$ cat config.mk
export PLATFORM = sky130hd
export DESIGN_NAME = spi_iccm_loader_flat
export DESIGN_NICKNAME = d
export VERILOG_FILES = /design/src/rtl/spi_iccm_loader_pkg.sv /design/src/rtl/spi_iccm_loader_if.sv /design/src/rtl/spi_iccm_loader_rx_shift.sv /design/src/rtl/spi_iccm_loader.sv /design/src/flat_wrapper.sv
export SDC_FILE = /design/constraint.sdc
export NUM_CORES = 1
export LEC_CHECK = 0
export BUFFER_PORTS_ARGS = -buffer_cell sky130_fd_sc_hd__buf_4
export CELL_PAD_IN_SITES_DETAIL_PLACEMENT = 1
export CELL_PAD_IN_SITES_GLOBAL_PLACEMENT = 1
export CORE_UTILIZATION = 46
export CTS_CLUSTER_SIZE = 8
export DETAILED_ROUTE_END_ITERATION = 12
export GPL_TIMING_DRIVEN = 0
export PLACE_DENSITY_LB_ADDON = 0.1
export SKIP_CTS_REPAIR_TIMING = 1
export SLEW_MARGIN = 10
export SYNTH_ARGS = -nofsm -noshare
export SYNTH_HDL_FRONTEND = slang
export SYNTH_SLANG_ARGS = --single-unit
export TNS_END_PERCENT = 5
$ cat constraint.sdc
create_clock -name clk_i -period 2.3 [get_ports clk_i]
set_input_delay 0 -clock clk_i [delete_from_list [all_inputs] [get_ports clk_i]]
set_output_delay 0 -clock clk_i [all_outputs]
set_load 0.005 [all_outputs]
$ cat src/rtl/spi_iccm_loader_pkg.sv
`default_nettype none
// ============================================================================
//  Module   : spi_loader_pkg
//  Purpose  : Shared types, default widths and helpers for the SPI ICCM
//             boot loader (top, interface and receive shifter).
//  Contents : loader_state_e    - loader FSM states
//             c_DEF_*           - default parameter values
//             bit_cnt_width()   - width of a 0..DATA_WIDTH bit counter
//  Revision : 1.0 - initial release
// ============================================================================
package spi_loader_pkg;

  typedef enum logic [1:0] {
    LOAD    = 2'd0,
    RELEASE = 2'd1,
    RUN     = 2'd2
  } loader_state_e;

  localparam int c_DEF_DATA_WIDTH = 32;
  localparam int c_DEF_ADDR_WIDTH = 12;
  localparam int c_DEF_ICCM_DEPTH = 4096;
  localparam int c_DEF_RST_DELAY  = 4;

  // The counter must hold the value DATA_WIDTH itself (word complete).
  function automatic int bit_cnt_width(input int data_width);
    return $clog2(data_width + 1);
  endfunction

endpackage
`default_nettype wire

$ cat src/rtl/spi_iccm_loader_if.sv
`default_nettype none
// ============================================================================
//  Module   : spi_iccm_loader_if
//  Purpose  : Bundles the loader's control, SPI and ICCM-write signals.
//  Modports : slave  - loader side (consumes en_i/SPI, drives ICCM + status)
//             master - environment side (drives en_i/SPI, observes the rest)
//  Signals  : en_i, spi_ss, spi_mosi, iccm_cntrl_reset, iccm_cntrl_we,
//             iccm_cntrl_addr, iccm_cntrl_data, enable_rst_ni, word_count,
//             frame_err, overflow
//  Revision : 1.0 - initial release
// ============================================================================
interface spi_iccm_loader_if
  import spi_loader_pkg::*;
#(
  parameter int DATA_WIDTH = c_DEF_DATA_WIDTH,
  parameter int ADDR_WIDTH = c_DEF_ADDR_WIDTH
);
  logic                  en_i;
  logic                  spi_ss;
  logic                  spi_mosi;
  logic                  iccm_cntrl_reset;
  logic                  iccm_cntrl_we;
  logic [ADDR_WIDTH-1:0] iccm_cntrl_addr;
  logic [DATA_WIDTH-1:0] iccm_cntrl_data;
  logic                  enable_rst_ni;
  logic [ADDR_WIDTH:0]   word_count;
  logic                  frame_err;
  logic                  overflow;

  modport slave (
    input  en_i, spi_ss, spi_mosi,
    output iccm_cntrl_reset, iccm_cntrl_we, iccm_cntrl_addr, iccm_cntrl_data,
    output enable_rst_ni, word_count, frame_err, overflow
  );

  modport master (
    output en_i, spi_ss, spi_mosi,
    input  iccm_cntrl_reset, iccm_cntrl_we, iccm_cntrl_addr, iccm_cntrl_data,
    input  enable_rst_ni, word_count, frame_err, overflow
  );

endinterface
`default_nettype wire

$ cat src/rtl/spi_iccm_loader_rx_shift.sv
`default_nettype none
// ============================================================================
//  Module   : spi_rx_shift
//  Purpose  : SPI frame deserialiser. Shifts MSB-first bits while spi_ss is
//             low, flags a completed word once per low period and reports
//             frames cut short by spi_ss rising.
//  Ports    : clk_i, rst_ni      - clock / async active-low reset
//             i_enable           - capture allowed (loader in LOAD)
//             i_flush            - drop any partial word silently
//             i_ss, i_mosi       - SPI select (active low) and data
//             o_word_valid       - 1-cycle pulse, o_word holds the word
//             o_word             - assembled word
//             o_partial_abort    - spi_ss rose with 1..DATA_WIDTH-1 bits
//  Revision : 1.0 - initial release
// ============================================================================
module spi_rx_shift
  import spi_loader_pkg::*;
#(
  parameter int DATA_WIDTH = c_DEF_DATA_WIDTH
) (
  input  logic                  clk_i,
  input  logic                  rst_ni,
  input  logic                  i_enable,
  input  logic                  i_flush,
  input  logic                  i_ss,
  input  logic                  i_mosi,
  output logic                  o_word_valid,
  output logic [DATA_WIDTH-1:0] o_word,
  output logic                  o_partial_abort
);

  localparam int              c_CW   = bit_cnt_width(DATA_WIDTH);
  localparam logic [c_CW-1:0] c_FULL = c_CW'(DATA_WIDTH);

  logic [c_CW-1:0]       r_bit_cnt;
  logic [DATA_WIDTH-1:0] r_shift;
  logic                  r_word_valid;

  logic w_active;
  logic w_sample;
  logic w_last;

  assign w_active = i_enable & ~i_flush;
  // The counter parks at c_FULL after a word, so extra bits in the same
  // low period are ignored until spi_ss goes high and clears it.
  assign w_sample = w_active & ~i_ss & (r_bit_cnt != c_FULL);
  assign w_last   = w_sample & (r_bit_cnt == c_FULL - 1'b1);

  assign o_partial_abort = w_active & i_ss & (r_bit_cnt != '0) & (r_bit_cnt != c_FULL);
  assign o_word_valid    = r_word_valid;
  assign o_word          = r_shift;

  always_ff @(posedge clk_i or negedge rst_ni) begin
    if (!rst_ni) begin
      r_bit_cnt    <= '0;
      r_shift      <= '0;
      r_word_valid <= 1'b0;
    end else begin
      r_word_valid <= w_last;
      if (!w_active || i_ss) begin
        r_bit_cnt <= '0;
      end else if (w_sample) begin
        r_bit_cnt <= r_bit_cnt + 1'b1;
      end
      if (w_sample) begin
        r_shift <= {r_shift[DATA_WIDTH-2:0], i_mosi};
      end
    end
  end

endmodule
`default_nettype wire

$ cat src/rtl/spi_iccm_loader.sv
`default_nettype none
// ============================================================================
//  Module   : spi_iccm_loader
//  Purpose  : SPI-slave boot loader. Writes received words sequentially into
//             the ICCM while holding it in load mode and the core in reset;
//             on en_i releases the ICCM, then the core after RST_DELAY cycles.
//  Ports    : clk_i  - system clock
//             rst_ni - asynchronous active-low reset
//             bus    - spi_iccm_loader_if.slave (en_i, SPI, ICCM write port,
//                      enable_rst_ni, word_count, frame_err, overflow)
//  Revision : 1.0 - initial release
// ============================================================================
module spi_iccm_loader
  import spi_loader_pkg::*;
#(
  parameter int DATA_WIDTH = c_DEF_DATA_WIDTH,
  parameter int ADDR_WIDTH = c_DEF_ADDR_WIDTH,
  parameter int ICCM_DEPTH = c_DEF_ICCM_DEPTH,
  parameter int RST_DELAY  = c_DEF_RST_DELAY
) (
  input  logic               clk_i,
  input  logic               rst_ni,
  spi_iccm_loader_if.slave   bus
);

  localparam int                c_DLYW     = $clog2(RST_DELAY + 1);
  localparam logic [c_DLYW-1:0] c_DLY_LAST = c_DLYW'(RST_DELAY - 1);
  localparam logic [ADDR_WIDTH:0] c_DEPTH  = (ADDR_WIDTH + 1)'(ICCM_DEPTH);

  loader_state_e r_state;
  loader_state_e w_next_state;

  logic [c_DLYW-1:0]     r_dly;
  logic                  r_we;
  logic [ADDR_WIDTH-1:0] r_addr;
  logic [DATA_WIDTH-1:0] r_data;
  logic [ADDR_WIDTH:0]   r_word_count;
  logic                  r_frame_err;
  logic                  r_overflow;

  logic                  w_word_valid;
  logic [DATA_WIDTH-1:0] w_word;
  logic                  w_partial_abort;

  // Capture is enabled only in LOAD; en_i flushes a partial frame in the
  // same cycle it is sampled, so no frame error is raised for it.
  spi_rx_shift #(
    .DATA_WIDTH (DATA_WIDTH)
  ) u_rx (
    .clk_i           (clk_i),
    .rst_ni          (rst_ni),
    .i_enable        (r_state == LOAD),
    .i_flush         (bus.en_i),
    .i_ss            (bus.spi_ss),
    .i_mosi          (bus.spi_mosi),
    .o_word_valid    (w_word_valid),
    .o_word          (w_word),
    .o_partial_abort (w_partial_abort)
  );

  always_ff @(posedge clk_i or negedge rst_ni) begin
    if (!rst_ni) begin
      r_state <= LOAD;
    end else begin
      r_state <= w_next_state;
    end
  end

  always_comb begin
    w_next_state = r_state;
    case (r_state)
      LOAD:    if (bus.en_i) w_next_state = RELEASE;
      RELEASE: if (r_dly == c_DLY_LAST) w_next_state = RUN;
      RUN:     w_next_state = RUN;
      default: w_next_state = LOAD;
    endcase
  end

  always_ff @(posedge clk_i or negedge rst_ni) begin
    if (!rst_ni) begin
      r_dly <= '0;
    end else if (r_state == RELEASE) begin
      r_dly <= r_dly + 1'b1;
    end else begin
      r_dly <= '0;
    end
  end

  // A word pulse can only originate in LOAD, and a pulse pending in the
  // cycle en_i is sampled is still written.
  always_ff @(posedge clk_i or negedge rst_ni) begin
    if (!rst_ni) begin
      r_we         <= 1'b0;
      r_addr       <= '0;
      r_data       <= '0;
      r_word_count <= '0;
      r_frame_err  <= 1'b0;
      r_overflow   <= 1'b0;
    end else begin
      r_we <= 1'b0;
      if (w_word_valid) begin
        if (r_word_count < c_DEPTH) begin
          r_we         <= 1'b1;
          r_addr       <= r_word_count[ADDR_WIDTH-1:0];
          r_data       <= w_word;
          r_word_count <= r_word_count + 1'b1;
        end else begin
          r_overflow <= 1'b1;
        end
      end
      if (w_partial_abort) begin
        r_frame_err <= 1'b1;
      end
    end
  end

  assign bus.iccm_cntrl_reset = (r_state == LOAD);
  assign bus.enable_rst_ni    = (r_state == RUN);
  assign bus.iccm_cntrl_we    = r_we;
  assign bus.iccm_cntrl_addr  = r_addr;
  assign bus.iccm_cntrl_data  = r_data;
  assign bus.word_count       = r_word_count;
  assign bus.frame_err        = r_frame_err;
  assign bus.overflow         = r_overflow;

endmodule
`default_nettype wire

$ cat src/flat_wrapper.sv
// flat-port wrapper written by rule: the top's interface ports become plain ports
module spi_iccm_loader_flat import spi_loader_pkg::*;
#(
  parameter int DATA_WIDTH = c_DEF_DATA_WIDTH,
  parameter int ADDR_WIDTH = c_DEF_ADDR_WIDTH,
  parameter int ICCM_DEPTH = c_DEF_ICCM_DEPTH,
  parameter int RST_DELAY  = c_DEF_RST_DELAY
)
  (clk_i, rst_ni, bus_en_i, bus_spi_ss, bus_spi_mosi, bus_iccm_cntrl_reset, bus_iccm_cntrl_we, bus_iccm_cntrl_addr, bus_iccm_cntrl_data, bus_enable_rst_ni, bus_word_count, bus_frame_err, bus_overflow);
  spi_iccm_loader_if #(.DATA_WIDTH(DATA_WIDTH), .ADDR_WIDTH(ADDR_WIDTH)) bus_i ();
  input  logic clk_i;
  input  logic rst_ni;
  input wire logic [$bits(bus_i.en_i)-1:0] bus_en_i;
  input wire logic [$bits(bus_i.spi_ss)-1:0] bus_spi_ss;
  input wire logic [$bits(bus_i.spi_mosi)-1:0] bus_spi_mosi;
  output wire logic [$bits(bus_i.iccm_cntrl_reset)-1:0] bus_iccm_cntrl_reset;
  output wire logic [$bits(bus_i.iccm_cntrl_we)-1:0] bus_iccm_cntrl_we;
  output wire logic [$bits(bus_i.iccm_cntrl_addr)-1:0] bus_iccm_cntrl_addr;
  output wire logic [$bits(bus_i.iccm_cntrl_data)-1:0] bus_iccm_cntrl_data;
  output wire logic [$bits(bus_i.enable_rst_ni)-1:0] bus_enable_rst_ni;
  output wire logic [$bits(bus_i.word_count)-1:0] bus_word_count;
  output wire logic [$bits(bus_i.frame_err)-1:0] bus_frame_err;
  output wire logic [$bits(bus_i.overflow)-1:0] bus_overflow;
  assign bus_i.en_i = bus_en_i;
  assign bus_i.spi_ss = bus_spi_ss;
  assign bus_i.spi_mosi = bus_spi_mosi;
  assign bus_iccm_cntrl_reset = bus_i.iccm_cntrl_reset;
  assign bus_iccm_cntrl_we = bus_i.iccm_cntrl_we;
  assign bus_iccm_cntrl_addr = bus_i.iccm_cntrl_addr;
  assign bus_iccm_cntrl_data = bus_i.iccm_cntrl_data;
  assign bus_enable_rst_ni = bus_i.enable_rst_ni;
  assign bus_word_count = bus_i.word_count;
  assign bus_frame_err = bus_i.frame_err;
  assign bus_overflow = bus_i.overflow;
  spi_iccm_loader #(.DATA_WIDTH(DATA_WIDTH), .ADDR_WIDTH(ADDR_WIDTH), .ICCM_DEPTH(ICCM_DEPTH), .RST_DELAY(RST_DELAY)) u_core (.clk_i(clk_i), .rst_ni(rst_ni), .bus(bus_i));
endmodule
==> metrics.yaml <==
synth_seq_cells: 104
fin_crit_ns: 2.114
grt_pass1_vias: 2556
end_kind: "flop"
antenna_left: 0
syn_inst: 272
synth_cell_types: 35
syn_to_final_growth_pct: 21.07
finalClockSkew_ns: 0.01264
wl_met3_um: 338
worst_slew_pin_slew_ns: 0.9314
clock_path_buffers: 2
die-area_um2: 9342
num_rows: 34
vdd_ir_drop_max_mv: 0.4545
port_buffers: 66
viasPerCell: 5.208
yosysSeqAreaShare: 0.6315
cp.required_ns: 2.55
finalSetupTns_ns: 0
p_leak_uw: 0.002627
synth_edf_count: 0
grt_max_degree: 105
p_sw_uw: 911.7
core_area_um2: 8678
pin_count: 67
comb_power_share: 0.121
slew_viol_final: 0
cts-root-buf: "clkbuf_8"
clkTransAtPathRegs_ns: 0.09
worstPathArrival_ns: 2.36
antenna_found_initial: 0
insertion_delay_ns: 0.37
fin_crit_sh: 0.9189
min_path_type: "in2reg"
rsz0062_at_grt: "no"
relSlewSlack: 0.3790
grt_use_total: 0.1747
n_antenna_cell: 0
place.gp.congestion: 0.7214
start_kind: "flop"
drive_gt1_frac: 0.4763
cts_tree: "yes"
wl_per_cell_um: 16.09
final_util: 0.5750
highest-signal-layer: "met4"
async_flop_share: 1.000
firstDrtPassIters: 2
power.share.sequential: 0.571
htreeDepth: 3
numCtsBuffers: 9
hold_viol_final: 0
maxCapViolCount: 0
intPower_uw: 2617
p_clk_frac: 0.309
p_sw_frac: 0.2584
dieHeight_um: 96.66
status: "complete, no violations"
die_x_um: 96.66
syn-num-nets: 285
grt_pass1_wl_um: 12900
synth_area_um2: 4121
drc_errors: 0
clock_sinks: 104
cp_max_fo: 10
finalWirelength_um: 7515
ys_warn_count: 0
dr.first_iter.drc_count: 68
start_util: 0.4749
critPathKind: "reg2reg"
fmax_ghz: 0.4731
nNetsFinal: 367
dp_hpwl_um: 5066
overflow: 0
setup_violations: 0
powerDensity_nw_per_um2: 707.2
synth_area_per_cell_um2: 15.15
m1WireLength_um: 3429
num_vias: 2432
met2_length_um: 3630
ys.flop_type: "dfrtp_1"
-- area by class of cell --
cell class,instances,area [µm²]
Tap cell,108,135.1
Fill cell,876,3689
Sequential cell,104,2603
Clock inverter,6,51.30
Clock buffer,10,137.6
Buffer,9,61.31
Multi-Input combinational cell,151,1428
Inverter,8,30.03
Timing Repair Buffer,71,544.3
-- cells by family (layout without fill, tap and decap cells) --
kind of cell / Yosys count / after routing / share of synthesized area
AOI/OAI and AO/OA: 11 / 11 / 0.01973
adders and majority gates: 8 / 8 / 0.02429
and+or+nand+nor: 41 / 41 / 0.06224
muxes: 77 / 77 / 0.2104
DFF: 104 / 104 / 0.6315
buffers and inverters: 17 / 104 / 0.02216
xor gates and xnor gates: 14 / 14 / 0.02975
-- path summary, 6_finish.rpt --
check                           depth (start not counted)  slack (ns)                             to               from
worst min register to register                          1        0.44                u_core.r_dly[0]    u_core.r_dly[0]
worst max register to register                          7        0.19         u_core.u_rx.o_word[13]  u_core.r_state[0]
worst max-delay path                                    7        0.19         u_core.u_rx.o_word[13]  u_core.r_state[0]
max in group asynchronous                               2        1.36  u_core.bus.iccm_cntrl_data[2]             rst_ni
min in group asynchronous                               2        0.27  u_core.bus.iccm_cntrl_addr[9]             rst_ni
worst min-delay path                                    3        0.01              u_core.r_state[0]           bus_en_i
-- per-layer routing --
metal	vias up	global-route usage
met1	1265	0.2296
met3	10	0.04913
met4	0	0.07233
li1	1109	-
met2	48	0.2736
met5	-	0
-- power groups by stage --
stage	logic (µW)	registers (µW)	clock network [µW]
2_1_floorplan	284	2030	0
3_3_place_gp	404	2050	0
3_5_place_dp	425	2050	0
4_1_cts	427	2020	1130
5_1_grt	482	2040	1190
6_report	425	2010	1090
-- cell usage after synthesis, types with 2 or more instances --
| master | n | area (µm²) |
|---|---|---|
| dfrtp_1 | 104 | 2603 |
| mux2_2 | 75 | 844.6 |
| ha_1 | 8 | 100.1 |
| inv_1 | 8 | 30.03 |
| xor2_1 | 8 | 70.07 |
| nand2_1 | 6 | 22.52 |
| nor2b_1 | 6 | 37.54 |
| xnor2_1 | 6 | 52.55 |
| nand3_1 | 4 | 20.02 |
| nor2_1 | 4 | 15.01 |
| nor3_1 | 4 | 20.02 |
| a21oi_1 | 3 | 15.01 |
| and2_1 | 3 | 18.77 |
| buf_2 | 3 | 15.01 |
| buf_6 | 3 | 33.78 |
| nand4_1 | 3 | 18.77 |
| o21ai_0 | 3 | 15.01 |
| buf_1 | 2 | 7.510 |
| mux2_1 | 2 | 22.52 |
| nor4_1 | 2 | 12.51 |
-- state kept, by name, summed over array words and instances, names as in the netlist, 2 cells and up --
signal / count
u_core.u_rx.r_bit_cnt: 6
u_core.r_state: 2
u_core.r_dly: 3
u_core.bus.iccm_cntrl_data: 32
u_core.bus.iccm_cntrl_addr: 12
u_core.bus.word_count: 13
u_core.u_rx.o_word: 32
-- per-stage QoR --
stage	instance area, µm²	hold WS (ns)	power (µW)	cells	worst slack (ns)
2_1_floorplan	4121	-0.2956	2312	272	0.3200
3_3_place_gp	4752	0.2347	2452	446	0.1213
3_5_place_dp	4756	0.1850	2478	446	0.1031
4_1_cts	4945	-0.2286	3577	462	0.09429
5_1_grt	4990	0.02352	3712	467	0.06835
6_report	4990	0.01438	3529	467	0.1865
-- placed cells by master (no fill, tap or decap), types with 4 or more instances in the layout --
cell,Yosys,layout
dfrtp_1,104,104
mux2_2,75,75
buf_4,0,67
clkbuf_8,0,10
inv_1,8,8
xor2_1,8,8
ha_1,8,8
nor2b_1,6,6
nand2_1,6,6
xnor2_1,6,6
nand3_1,4,4
nor2_1,4,4
buf_6,3,4
nor3_1,4,4
-- critical path: stages (launching register included) --
cell      delay, ns
dfrtp_1        0.41
inv_1          0.08
ha_1           0.21
or3b_1         0.36
clkbuf_2       0.18
a21oi_4        0.23
buf_6          0.19
mux2_2         0.34
Note: power is estimated with default switching activity, not from simulation.
